### src/rtl/decoder_scan_nx.sv
// -----------------------------------------------------------------------------
// decoder_scan_nx
//   Registered N-to-2^N one-hot (or one-cold) decoder with a global enable and
//   two operating modes. It is intended to drive row, digit or chip-select
//   strobes.
//     DIRECT : idx is set only by a load strobe, and y shows decode(idx).
//     SCAN   : idx steps 0..scan_last and then wraps to 0. Each index is held
//              for dwell+1 cycles, and wrap pulses on the step that returns to 0.
//
// Ports
//   clk        rising-edge clock
//   rst_n      asynchronous active-low reset (released synchronously upstream)
//   en         global enable; 0 forces y inactive and freezes all state
//   mode       0 = DIRECT, 1 = SCAN
//   load       1-cycle strobe: capture sel into idx (both modes)
//   sel        select code captured on load
//   scan_last  highest index visited in SCAN before wrapping to 0
//   dwell      extra hold cycles per SCAN step
//   y          registered decoded output (active level set by ACTIVE_LOW)
//   idx        registered current index
//   wrap       registered 1-cycle pulse when SCAN wraps to 0
//
// Handshake: there is no valid/ready pair. load is a plain strobe, sampled on
// every rising edge while en=1, and ignored while en=0.
// -----------------------------------------------------------------------------
module decoder_scan_nx #(
  parameter int N          = 3,
  parameter int DWELL_W    = 8,
  parameter int ACTIVE_LOW = 0
) (
  input  logic                 clk,
  input  logic                 rst_n,
  input  logic                 en,
  input  logic                 mode,
  input  logic                 load,
  input  logic [N-1:0]         sel,
  input  logic [N-1:0]         scan_last,
  input  logic [DWELL_W-1:0]   dwell,
  output logic [(2**N)-1:0]    y,
  output logic [N-1:0]         idx,
  output logic                 wrap
);

  localparam int OUT = 2**N;
  localparam logic [OUT-1:0] Y_IDLE = (ACTIVE_LOW != 0) ? {OUT{1'b1}} : {OUT{1'b0}};

  logic [DWELL_W-1:0] dwell_cnt;
  logic               mode_q;

  logic [N-1:0]       idx_next;
  logic [DWELL_W-1:0] cnt_next;
  logic               wrap_next;
  logic               mode_next;
  logic [OUT-1:0]     y_next;

  function automatic logic [OUT-1:0] decode(input logic [N-1:0] code);
    logic [OUT-1:0] v;
    v       = '0;
    v[code] = 1'b1;
    return (ACTIVE_LOW != 0) ? ~v : v;
  endfunction

  // State register
  always_ff @(posedge clk or negedge rst_n) begin
    if (!rst_n) begin
      idx       <= '0;
      dwell_cnt <= '0;
      wrap      <= 1'b0;
      mode_q    <= 1'b0;
      y         <= Y_IDLE;
    end else begin
      idx       <= idx_next;
      dwell_cnt <= cnt_next;
      wrap      <= wrap_next;
      mode_q    <= mode_next;
      y         <= y_next;
    end
  end

  // Next-state logic. Priority while enabled: load > mode change > scan step.
  always_comb begin
    idx_next  = idx;
    cnt_next  = dwell_cnt;
    wrap_next = 1'b0;
    mode_next = mode_q;
    if (en) begin
      mode_next = mode;
      if (load) begin
        idx_next = sel;
        cnt_next = '0;
      end else if (mode != mode_q) begin
        // A mode switch spends one cycle resetting the dwell counter without advancing.
        cnt_next = '0;
      end else if (mode) begin
        // ">=" ensures a live reduction of dwell below the current count advances at once.
        if (dwell_cnt >= dwell) begin
          cnt_next = '0;
          // ">=" also catches an idx left above scan_last by a DIRECT load.
          if (idx >= scan_last) begin
            idx_next  = '0;
            wrap_next = 1'b1;
          end else begin
            idx_next = idx + 1'b1;
          end
        end else begin
          cnt_next = dwell_cnt + 1'b1;
        end
      end else begin
        cnt_next = '0;
      end
    end
  end

  // Output logic: y tracks idx_next so that y and idx update on the same edge.
  always_comb begin
    y_next = Y_IDLE;
    if (en) y_next = decode(idx_next);
  end

endmodule
### config.mk
export PLATFORM = sky130hd
export DESIGN_NAME = decoder_scan_nx
export DESIGN_NICKNAME = d
export VERILOG_FILES = /design/src/rtl/decoder_scan_nx.sv
export SDC_FILE = /design/constraint.sdc
export NUM_CORES = 1
export LEC_CHECK = 0
export CELL_PAD_IN_SITES_DETAIL_PLACEMENT = 0
export CELL_PAD_IN_SITES_GLOBAL_PLACEMENT = 1
export CORE_UTILIZATION = 25
export DETAILED_ROUTE_END_ITERATION = 12
export PLACE_DENSITY = 0.54
export SYNTH_ARGS = -nofsm -noshare
export SYNTH_HDL_FRONTEND = slang
export SYNTH_SLANG_ARGS = --single-unit
### constraint.sdc
create_clock -name clk -period 3.8 [get_ports clk]
set_input_delay 0.57 -clock clk [delete_from_list [all_inputs] [get_ports clk]]
set_output_delay 0.57 -clock clk [all_outputs]
set_load 0.02 [all_outputs]
==> run metrics <==
status finished, final reports clean; Critical Path Source dwell[0]; clock slew at reported path FFs ~0.08 ns; Worst Skew ~0.001 ns; die footprint 5490 um^2; layout cell share with drive strength beyond 1 0.0774; Rows 25; worst-skew pair later-pin latency 0.26 ns; Mapped Nets around 170; drt initial violations 37; synthesis-to-layout area growth 33.7%; hpwl dp roughly 2500 um; via density per instance 4.82; # diodes 0; Fill cells slightly above 500; crit-path max FO 8; vias in the first global route ~1.2k; core area between 4000 and 5000 um^2; PwrDens approximately 320 nW/um^2; DP Cell Count 231; Reg2Reg Depth 8; RR Startpoint dwell_cnt[0]; Resized Gates After CTS 0; Worst EP arrival roughly 2.9 ns; Die Width 74.1 um; hold_buf cts 0; Total Routing Usage GR 0.124; Fin. Hold Viols 0; Power Internal just under 0.0004 W; clock share of power 0.262; maxcap violations 0; Vias 1133; worst slew pin tran 0.934 ns; CTS sink cnt 21; Bufs on Longest Clock Path 2; TritonCTS Buffers 3; Critical R2R Capture y[4]; largest net degree at the start of global routing 22; # DRC 0; CP endpoint kind flip-flop; Crit Path Category in2reg; Seq pwr share 0.447; Tmin final ~2.8 ns; # Post-CTS Setup Buffers 0; port bufs 30; Clock Root Buffer clkbuf_8; setup violators final 0; async set-reset flop share out of synthesis 1.00; CTS tree done; Die Y ~74 um; first-pass GRT wire length just over 5000 um; switching share of total power 0.299; period utilisation layout 0.725; Syn. warnings 0; post-synthesis instance area ~1300 um^2; Critical Path RT just under 4 ns; GR Overflow Total 0; Post-synth EDFFs 0; drt pass-1 iters 4; Psw 0.000166 W; Reg2Reg Setup Slack 1.32 ns; Pins Over Slew Limit 0; predominant post-synthesis flop cell dfrtp_1; Detail Route Antenna Nets 0; RSZ-0062 raised after global routing no; Leak Pwr 0.764 nW; fin nets 201; initial antenna violation count 0; Min-Delay Path Class reg2reg; CTS H-tree lvls 1; synthesis-stage register bit count 21; Post-Layout Cell Count roughly 240; # IOs 31; f_max 0.363 GHz; Total Neg Setup Slack 0 ns; Mapped Cells between 100 and 150; Yosys cell types 39; Seq/Total Area, Yosys 0.405; Rel. slew slack 0.376; Critical Path Source Type input port; worst setup path endpoint y[4]; Comb power frac 0.291; DRT Wirelength 3090 um; Initial Utilization 0.268; DR WL/cell 13.1 um; Max VDD drop roughly 0.00013 V; RePlAce Congestion about 0.7; Mean Syn Cell Area just under 10 um^2
-- flip-flops by register name, indices dropped and copies added, names as in the netlist --
register   count
wrap           1
y              8
dwell_cnt      8
idx            3
mode_q         1
-- routing by layer --
metal  routed length (um)  vias up  track usage
li1                     -      567            -
met1                 1470      535        0.154
met2                 1460       27        0.213
met3                  123        4       0.0176
met4                   37        0       0.0534
met5                    0        -            0
-- logic make-up after synthesis --
group | after synthesis | share of synthesized area
multiplexers | 2 | 0.0164
AND/OR/NAND/NOR | 48 | 0.194
AO/OA/AOI/OAI | 34 | 0.206
buffers and inverters | 14 | 0.0405
flip-flops | 21 | 0.405
XOR/XNOR | 2 | 0.0135
adder cells (fa/ha/maj) | 13 | 0.125
-- per-stage QoR --
step	hold WS (ns)	power [W]	setup WS, ns	cell area [um^2]	utilization
floorplan	0.274	0.000343	1.49	1300	-
global placement	0.511	0.000414	0.772	1690	0.349
detailed placement	0.515	0.000415	0.767	1690	0.349
CTS	0.534	0.000563	1.03	1740	0.358
global route	0.568	0.000588	0.796	1740	0.358
finish	0.531	0.000555	1.04	1740	0.358
-- power by group through the flow --
| stage | logic (W) | clock network [W] | registers, W |
|---|---|---|---|
| finish | 0.000162 | 0.000145 | 0.000248 |
| global route | 0.000179 | 0.000159 | 0.000251 |
| CTS | 0.000163 | 0.000152 | 0.000248 |
| detailed placement | 0.000162 | 0 | 0.000253 |
| global placement | 0.000161 | 0 | 0.000253 |
| floorplan | 0.0000777 | 0 | 0.000266 |
-- how the worst min path moves through the flow --
stage          startpoint      endpoint  slack (ns)  cells after the start
2_1_floorplan       rst_n  dwell_cnt[0]        0.27                      0
3_3_place_gp       mode_q        mode_q        0.51                      1
3_5_place_dp       mode_q        mode_q        0.52                      1
4_1_cts            mode_q        mode_q        0.53                      1
5_1_grt            mode_q        mode_q        0.57                      1
6_report           mode_q        mode_q        0.53                      1
-- cell type report --
type | count | area (um^2) | share of cell area
Timing Repair Buffer | 32 | 315 | 0.182
Clock buffer | 3 | 41.3 | 0.0238
Multi-Input combinational cell | 99 | 721 | 0.415
Sequential cell | 21 | 526 | 0.303
Clock inverter | 1 | 5.00 | 0.00288
Inverter | 12 | 45.0 | 0.0259
Tap cell | 67 | 83.8 | 0.0483
-- layout by cell type, fill, tap and decap left out, types with 3 or more instances in the layout --
cell type,instances
nand2b_1,3
clkbuf_8,3
inv_1,12
nand3_1,9
and3_1,3
nand2_1,12
ha_1,13
dfrtp_1,21
o21ai_0,9
nor3_1,10
clkdlybuf4s50_1,30
nor2_1,3
a21oi_1,4
-- cells in the mapped netlist (2+ instances only) --
cell type,n,area share
nand2_1,12,0.035
o2bb2ai_1,2,0.013
o31ai_1,2,0.012
a21oi_1,4,0.015
o21a_1,2,0.012
nand3_1,9,0.035
nand2b_1,3,0.014
a32o_1,2,0.015
nor3_1,10,0.039
ha_1,13,0.13
and3_1,3,0.014
nor2b_1,2,0.0096
o21ai_0,9,0.035
inv_1,12,0.035
clkbuf_1,2,0.0058
dfrtp_1,21,0.40
nor2_1,3,0.0087
xor2_1,2,0.013
-- worst max-delay path, stage by stage --
cell             delay, ns
clkdlybuf4s50_1       0.40
ha_1                  0.29
nand2b_4              0.15
a2111oi_4             0.40
o31a_2                0.32
nor2_1                0.09
o311ai_1              0.52
nor3_1                0.14
Power figures use the tool's default switching activity.
